`src/rtl/apb_master_bridge_if.sv`:
```
// Bundles the local command/response channel and the APB bus of apb_master_bridge.
// The master modport is the bridge's view; the slave modport is the surrounding environment.
interface apb_master_bridge_if #(
    parameter int ADDR_WIDTH = 3,
    parameter int DATA_WIDTH = 8
);
    logic                  cmd_valid;
    logic                  cmd_ready;
    logic                  cmd_write;
    logic [ADDR_WIDTH-1:0] cmd_addr;
    logic [DATA_WIDTH-1:0] cmd_wdata;

    logic                  rsp_valid;
    logic [DATA_WIDTH-1:0] rsp_rdata;
    logic                  rsp_err;
    logic                  rsp_timeout;

    logic                  PSEL;
    logic                  PENABLE;
    logic                  PWRITE;
    logic [ADDR_WIDTH-1:0] PADDR;
    logic [DATA_WIDTH-1:0] PWDATA;
    logic [DATA_WIDTH-1:0] PRDATA;
    logic                  PREADY;
    logic                  PSLVERR;

    modport master (
        input  cmd_valid, cmd_write, cmd_addr, cmd_wdata,
        output cmd_ready,
        output rsp_valid, rsp_rdata, rsp_err, rsp_timeout,
        output PSEL, PENABLE, PWRITE, PADDR, PWDATA,
        input  PRDATA, PREADY, PSLVERR
    );

    modport slave (
        output cmd_valid, cmd_write, cmd_addr, cmd_wdata,
        input  cmd_ready,
        input  rsp_valid, rsp_rdata, rsp_err, rsp_timeout,
        input  PSEL, PENABLE, PWRITE, PADDR, PWDATA,
        output PRDATA, PREADY, PSLVERR
    );
endinterface

```
`src/rtl/apb_master_bridge.sv`:
```
// APB initiator: one local command becomes one SETUP/ACCESS transfer and one response strobe.
// A saturating wait counter aborts transfers whose slave never raises PREADY.
module apb_master_bridge #(
    parameter int ADDR_WIDTH = 3,
    parameter int DATA_WIDTH = 8,
    parameter int TIMEOUT    = 16
) (
    input  logic PCLK,
    input  logic PRESET,
    apb_master_bridge_if.master bus
);
    localparam logic [7:0] TIMEOUT_LIMIT = 8'(TIMEOUT);
    localparam logic       TIMEOUT_EN    = (TIMEOUT != 0);

    typedef enum logic [1:0] {
        ST_IDLE,
        ST_SETUP,
        ST_ACCESS,
        ST_RESP
    } state_t;

    state_t                state_q,       state_d;
    logic [7:0]            wait_cnt_q,    wait_cnt_d;
    logic                  cmd_ready_q,   cmd_ready_d;
    logic                  psel_q,        psel_d;
    logic                  penable_q,     penable_d;
    logic                  pwrite_q,      pwrite_d;
    logic [ADDR_WIDTH-1:0] paddr_q,       paddr_d;
    logic [DATA_WIDTH-1:0] pwdata_q,      pwdata_d;
    logic                  rsp_valid_q,   rsp_valid_d;
    logic [DATA_WIDTH-1:0] rsp_rdata_q,   rsp_rdata_d;
    logic                  rsp_err_q,     rsp_err_d;
    logic                  rsp_timeout_q, rsp_timeout_d;

    logic [7:0]            wait_cnt_inc;

    // Saturate rather than wrap so a disabled timeout can never alias back to a small count.
    assign wait_cnt_inc = (wait_cnt_q == 8'hFF) ? 8'hFF : wait_cnt_q + 8'd1;

    always_comb begin
        state_d       = state_q;
        wait_cnt_d    = wait_cnt_q;
        cmd_ready_d   = cmd_ready_q;
        psel_d        = psel_q;
        penable_d     = penable_q;
        pwrite_d      = pwrite_q;
        paddr_d       = paddr_q;
        pwdata_d      = pwdata_q;
        rsp_valid_d   = 1'b0;
        rsp_rdata_d   = rsp_rdata_q;
        rsp_err_d     = rsp_err_q;
        rsp_timeout_d = rsp_timeout_q;

        case (state_q)
            ST_IDLE: begin
                if (bus.cmd_valid) begin
                    state_d     = ST_SETUP;
                    cmd_ready_d = 1'b0;
                    psel_d      = 1'b1;
                    penable_d   = 1'b0;
                    pwrite_d    = bus.cmd_write;
                    paddr_d     = bus.cmd_addr;
                    pwdata_d    = bus.cmd_write ? bus.cmd_wdata : '0;
                    wait_cnt_d  = 8'd0;
                end
            end

            ST_SETUP: begin
                state_d   = ST_ACCESS;
                penable_d = 1'b1;
            end

            ST_ACCESS: begin
                // Completion is checked first so PREADY beats a coincident timeout.
                if (bus.PREADY) begin
                    state_d       = ST_RESP;
                    psel_d        = 1'b0;
                    penable_d     = 1'b0;
                    rsp_valid_d   = 1'b1;
                    rsp_rdata_d   = pwrite_q ? '0 : bus.PRDATA;
                    rsp_err_d     = bus.PSLVERR;
                    rsp_timeout_d = 1'b0;
                end else begin
                    wait_cnt_d = wait_cnt_inc;
                    if (TIMEOUT_EN && (wait_cnt_inc == TIMEOUT_LIMIT)) begin
                        state_d       = ST_RESP;
                        psel_d        = 1'b0;
                        penable_d     = 1'b0;
                        rsp_valid_d   = 1'b1;
                        rsp_rdata_d   = '0;
                        rsp_err_d     = 1'b1;
                        rsp_timeout_d = 1'b1;
                    end
                end
            end

            ST_RESP: begin
                state_d     = ST_IDLE;
                cmd_ready_d = 1'b1;
            end

            default: begin
                state_d     = ST_IDLE;
                cmd_ready_d = 1'b1;
                psel_d      = 1'b0;
                penable_d   = 1'b0;
            end
        endcase
    end

    always_ff @(posedge PCLK) begin
        if (PRESET) begin
            state_q       <= ST_IDLE;
            wait_cnt_q    <= 8'd0;
            cmd_ready_q   <= 1'b1;
            psel_q        <= 1'b0;
            penable_q     <= 1'b0;
            pwrite_q      <= 1'b0;
            paddr_q       <= '0;
            pwdata_q      <= '0;
            rsp_valid_q   <= 1'b0;
            rsp_rdata_q   <= '0;
            rsp_err_q     <= 1'b0;
            rsp_timeout_q <= 1'b0;
        end else begin
            state_q       <= state_d;
            wait_cnt_q    <= wait_cnt_d;
            cmd_ready_q   <= cmd_ready_d;
            psel_q        <= psel_d;
            penable_q     <= penable_d;
            pwrite_q      <= pwrite_d;
            paddr_q       <= paddr_d;
            pwdata_q      <= pwdata_d;
            rsp_valid_q   <= rsp_valid_d;
            rsp_rdata_q   <= rsp_rdata_d;
            rsp_err_q     <= rsp_err_d;
            rsp_timeout_q <= rsp_timeout_d;
        end
    end

    assign bus.cmd_ready   = cmd_ready_q;
    assign bus.PSEL        = psel_q;
    assign bus.PENABLE     = penable_q;
    assign bus.PWRITE      = pwrite_q;
    assign bus.PADDR       = paddr_q;
    assign bus.PWDATA      = pwdata_q;
    assign bus.rsp_valid   = rsp_valid_q;
    assign bus.rsp_rdata   = rsp_rdata_q;
    assign bus.rsp_err     = rsp_err_q;
    assign bus.rsp_timeout = rsp_timeout_q;
endmodule

```
`src/flat_wrapper.sv`:
```
// flat-port wrapper written by rule: the top's interface ports become plain ports
module apb_master_bridge_flat 
#(
    parameter int ADDR_WIDTH = 3,
    parameter int DATA_WIDTH = 8,
    parameter int TIMEOUT    = 16
)
  (PCLK, PRESET, bus_cmd_valid, bus_cmd_write, bus_cmd_addr, bus_cmd_wdata, bus_cmd_ready, bus_rsp_valid, bus_rsp_rdata, bus_rsp_err, bus_rsp_timeout, bus_PSEL, bus_PENABLE, bus_PWRITE, bus_PADDR, bus_PWDATA, bus_PRDATA, bus_PREADY, bus_PSLVERR);
  apb_master_bridge_if #(.ADDR_WIDTH(ADDR_WIDTH), .DATA_WIDTH(DATA_WIDTH)) bus_i ();
  input  logic PCLK;
  input  logic PRESET;
  input wire logic [$bits(bus_i.cmd_valid)-1:0] bus_cmd_valid;
  input wire logic [$bits(bus_i.cmd_write)-1:0] bus_cmd_write;
  input wire logic [$bits(bus_i.cmd_addr)-1:0] bus_cmd_addr;
  input wire logic [$bits(bus_i.cmd_wdata)-1:0] bus_cmd_wdata;
  output wire logic [$bits(bus_i.cmd_ready)-1:0] bus_cmd_ready;
  output wire logic [$bits(bus_i.rsp_valid)-1:0] bus_rsp_valid;
  output wire logic [$bits(bus_i.rsp_rdata)-1:0] bus_rsp_rdata;
  output wire logic [$bits(bus_i.rsp_err)-1:0] bus_rsp_err;
  output wire logic [$bits(bus_i.rsp_timeout)-1:0] bus_rsp_timeout;
  output wire logic [$bits(bus_i.PSEL)-1:0] bus_PSEL;
  output wire logic [$bits(bus_i.PENABLE)-1:0] bus_PENABLE;
  output wire logic [$bits(bus_i.PWRITE)-1:0] bus_PWRITE;
  output wire logic [$bits(bus_i.PADDR)-1:0] bus_PADDR;
  output wire logic [$bits(bus_i.PWDATA)-1:0] bus_PWDATA;
  input wire logic [$bits(bus_i.PRDATA)-1:0] bus_PRDATA;
  input wire logic [$bits(bus_i.PREADY)-1:0] bus_PREADY;
  input wire logic [$bits(bus_i.PSLVERR)-1:0] bus_PSLVERR;
  assign bus_i.cmd_valid = bus_cmd_valid;
  assign bus_i.cmd_write = bus_cmd_write;
  assign bus_i.cmd_addr = bus_cmd_addr;
  assign bus_i.cmd_wdata = bus_cmd_wdata;
  assign bus_cmd_ready = bus_i.cmd_ready;
  assign bus_rsp_valid = bus_i.rsp_valid;
  assign bus_rsp_rdata = bus_i.rsp_rdata;
  assign bus_rsp_err = bus_i.rsp_err;
  assign bus_rsp_timeout = bus_i.rsp_timeout;
  assign bus_PSEL = bus_i.PSEL;
  assign bus_PENABLE = bus_i.PENABLE;
  assign bus_PWRITE = bus_i.PWRITE;
  assign bus_PADDR = bus_i.PADDR;
  assign bus_PWDATA = bus_i.PWDATA;
  assign bus_i.PRDATA = bus_PRDATA;
  assign bus_i.PREADY = bus_PREADY;
  assign bus_i.PSLVERR = bus_PSLVERR;
  apb_master_bridge #(.ADDR_WIDTH(ADDR_WIDTH), .DATA_WIDTH(DATA_WIDTH), .TIMEOUT(TIMEOUT)) u_core (.PCLK(PCLK), .PRESET(PRESET), .bus(bus_i));
endmodule
```
`config.mk`:
```
export PLATFORM = sky130hd
export DESIGN_NAME = apb_master_bridge_flat
export DESIGN_NICKNAME = d
export VERILOG_FILES = /design/src/rtl/apb_master_bridge_if.sv /design/src/rtl/apb_master_bridge.sv /design/src/flat_wrapper.sv
export SDC_FILE = /design/constraint.sdc
export NUM_CORES = 1
export LEC_CHECK = 0
export CORE_MARGIN = 2
export CORE_UTILIZATION = 45
export CTS_CLUSTER_SIZE = 20
export DETAILED_ROUTE_END_ITERATION = 16
export GPL_TIMING_DRIVEN = 1
export PLACE_DENSITY = 0.8
export SYNTH_ARGS = -nofsm -noshare
export SYNTH_HDL_FRONTEND = slang
export SYNTH_SLANG_ARGS = --single-unit
export TNS_END_PERCENT = 10
```
`constraint.sdc`:
```
create_clock -name PCLK -period 2.7 [get_ports PCLK]
set_input_delay 0.54 -clock PCLK [delete_from_list [all_inputs] [get_ports PCLK]]
set_output_delay 0.54 -clock PCLK [all_outputs]
set_load 0.02 [all_outputs]
```
==> summary.txt <==
total core area: 3390 sq um
Worst Hold Margin: 0.460 ns
first-pass GRT wire length: 6330 um
sequential area share after synthesis: 45.0%
# rows: 21
Synth warnings: 0
DRC Markers: 0
final period utilization: 82.1%
PortBufs: 50
clk_skew: 0.0110 ns
Tightest Hold Check Type: flip-flop to flip-flop
H-tree depth: 2
DR vias/cell: 5.31
fin area: 2220 sq um
Slew @ Worst Pin: 0.620 ns
Avg WL per Cell: 13.0 um
CP Class: flip-flop to flip-flop
Placer Congestion: 0.849
Syn Std Cell Area: 1600 sq um
Root Driver: clkbuf_4
Lkg Pwr: 0.847 nW
Routed Antenna Nets: 0
first-pass iteration count of the detailed router: 4
hold buffer count at CTS: 0
Util after Layout: 65.6%
postcts setup bufs: 0
IO Count: 51
Total GRT Usage: 19.9%
RSZ-0062 raised after global routing: no
Syn Area/Cell: 8.62 sq um
hold depth: 2
aggregate global routing overflow: 0
total number of vias: 1519
CP endpoint kind: flip-flop
Yosys reg bits: 36
Synth area leaders: dfxtp_1, a21oi_1, nand2_1
setup_tns: 0 ns
Num CTS Buffers: 5
1st-iter DRT viols: 97
Setup crit start kind: flip-flop
final net count: 269
cells on worst reg2reg path: 7
DP Area: 2150 sq um
clk buf depth: 2
Die Ht: 63.7 um
VDD IR max: 0.000377 V
CTS tree: done
worst endpoint data arrival time: 2.46 ns
Unique masters post-synth: 41
final setup violation count: 0
post-CTS sizing: 0
largest net degree at the start of global routing: 14
Tmin final: 2.22 ns
proportion of layout cells with a drive suffix above 1: 7.92%
max_slew headroom: 58.1%
Fin. Hold Viols: 0
chip width: 63.7 um
outcome: finished, final reports clean
Worst-path clk slew: 0.10 ns
Initial Util: 47.3%
Power Dens Cells: 581 nW/um^2
hpwl dp: 2690 um
total chip power: 0.00129 W
Crit Path Max Fanout: 8
Clock Sinks: 36
max-cap violations: 0
ant diodes: 0
Layout fillers: 309
post-synthesis cell count: 186
initial antenna violation count: 0
final WL: 3720 um
die area: 4060 sq um
area growth from synthesis to layout: 38.6%
Mapped Nets: 216
FMAX: 0.451 GHz
via count of the first global-routing pass: 1391
fin. max-slew vios: 0
cell taking the most area after synthesis: dfxtp_1
Critical Path RT: 2.94 ns
share of the synthesized area in the top cell type: 45.0%
latest clock arrival within the worst-skew pair: 0.34 ns
==> through the flow <==
stage	cells	setup WS, ns
floorplan	186	0.754
global placement	278	0.468
detailed placement	278	0.343
CTS	286	0.494
global route	286	0.305
finish	286	0.482
==> Yosys cell counts (all sizes together) <==
| cell | number |
|---|---|
| dfxtp | 36 |
| a21oi | 26 |
| nand2 | 23 |
| nor2 | 13 |
| o21ai | 11 |
| nand3 | 10 |
| a22o | 8 |
| clkbuf | 6 |
| nor3 | 6 |
| ha | 5 |
| inv | 5 |
| a211oi | 3 |
| buf | 3 |
| nand2b | 3 |
| a21o | 2 |
| a31oi | 2 |
| and2 | 2 |
| mux2i | 2 |
| nand3b | 2 |
| nor2b | 2 |
| nor4 | 2 |
| a221o | 1 |
| a22oi | 1 |
| a41o | 1 |
| and2b | 1 |
| and3 | 1 |
| and4 | 1 |
| nand4 | 1 |
| nand4b | 1 |
| nor4b | 1 |
| o211a | 1 |
| o21a | 1 |
| o21bai | 1 |
| o41ai | 1 |
| or2b | 1 |
==> routing by layer <==
layer	vias to the layer above	track usage, %	part of all wire, %	wire (um)
met5	-	0	0	0
met4	0	9.51	2.0	74
met3	6	6.07	6.0	222
met2	47	28.8	43	1580
met1	693	26.9	49	1840
li1	773	-	-	-
==> path summary, 6_finish.rpt <==
check                           slack (ns)                              endpoint                               from
worst min-delay path                  0.46      u_core.bus.PADDR[2]$_SDFFE_PP0P_   u_core.bus.PADDR[2]$_SDFFE_PP0P_
worst min register to register        0.46      u_core.bus.PADDR[2]$_SDFFE_PP0P_   u_core.bus.PADDR[2]$_SDFFE_PP0P_
worst max register to register        0.48  u_core.bus.rsp_rdata[3]$_SDFFE_PP0P_  u_core.wait_cnt_q[1]$_SDFFE_PP0P_
worst max-delay path                  0.48  u_core.bus.rsp_rdata[3]$_SDFFE_PP0P_  u_core.wait_cnt_q[1]$_SDFFE_PP0P_
==> kinds of logic (layout without fill, tap and decap cells) <==
kind of cell / count (synthesis) / after routing / synth area share (%)
AND/OR/NAND/NOR: 70 / 70 / 21.5
AO/OA/AOI/OAI: 59 / 59 / 24.0
flip-flops: 36 / 36 / 45.0
buffers and inverters: 14 / 68 / 4.45
adder cells (fa/ha/maj): 5 / 5 / 3.90
multiplexers: 2 / 2 / 1.25
==> cell usage in the layout (no fill, tap or decap), drive strengths merged <==
cell           instances
a21oi                 26
o21a                   1
and2b                  1
a21o                   2
nand3                 10
nor4                   2
nor3                   6
nand4                  1
a22o                   8
clkinv                 1
nor2b                  2
or2b                   1
o211a                  1
o41ai                  1
and3                   1
a221o                  1
o21ai                 11
clkbuf                 6
and4                   1
a31oi                  2
bufinv                 1
nand2                 23
nor4b                  1
a41o                   1
nand4b                 1
inv                    5
and2                   2
a22oi                  1
ha                     5
a211oi                 3
mux2i                  2
dfxtp                 36
nand2b                 3
nand3b                 2
o21bai                 1
clkdlybuf4s50         50
nor2                  13
buf                    5
==> registers in the layout, indices dropped and copies added (netlist names), 2 cells and up <==
| register | flops |
|---|---|
| u_core.bus.rsp_rdata | 8 |
| u_core.bus.PWDATA | 8 |
| u_core.state_q | 2 |
| u_core.wait_cnt_q | 8 |
| u_core.bus.PADDR | 3 |
==> area by class of cell <==
class	instances	area [sq um]	area share, %
flip-flops and latches	36	721	32.4
multi-input cells	136	811	36.5
clock inverters	2	35.0	1.58
inverters	5	18.8	0.845
repair buffers	55	538	24.2
well taps	46	57.6	2.59
clock buffers	6	41.3	1.86
==> power breakdown <==
group | switching (W) | total, W | internal, W
Combinational | 0.000174 | 0.000328 | 0.000153
Clock | 0.000176 | 0.000370 | 0.000194
Sequential | 0.0000241 | 0.000593 | 0.000569
Total | 0.000374 | 0.00129 | 0.000917
==> worst max-delay path, stage by stage, from the launching register on <==
cell and delay [ns]:
dfxtp_1 0.43, ha_1 0.28, and4_4 0.28, nand4b_1 0.14, a221o_1 0.44, o21bai_2 0.20, a21oi_2 0.14, a22o_1 0.21
Power figures use the tool's default switching activity.
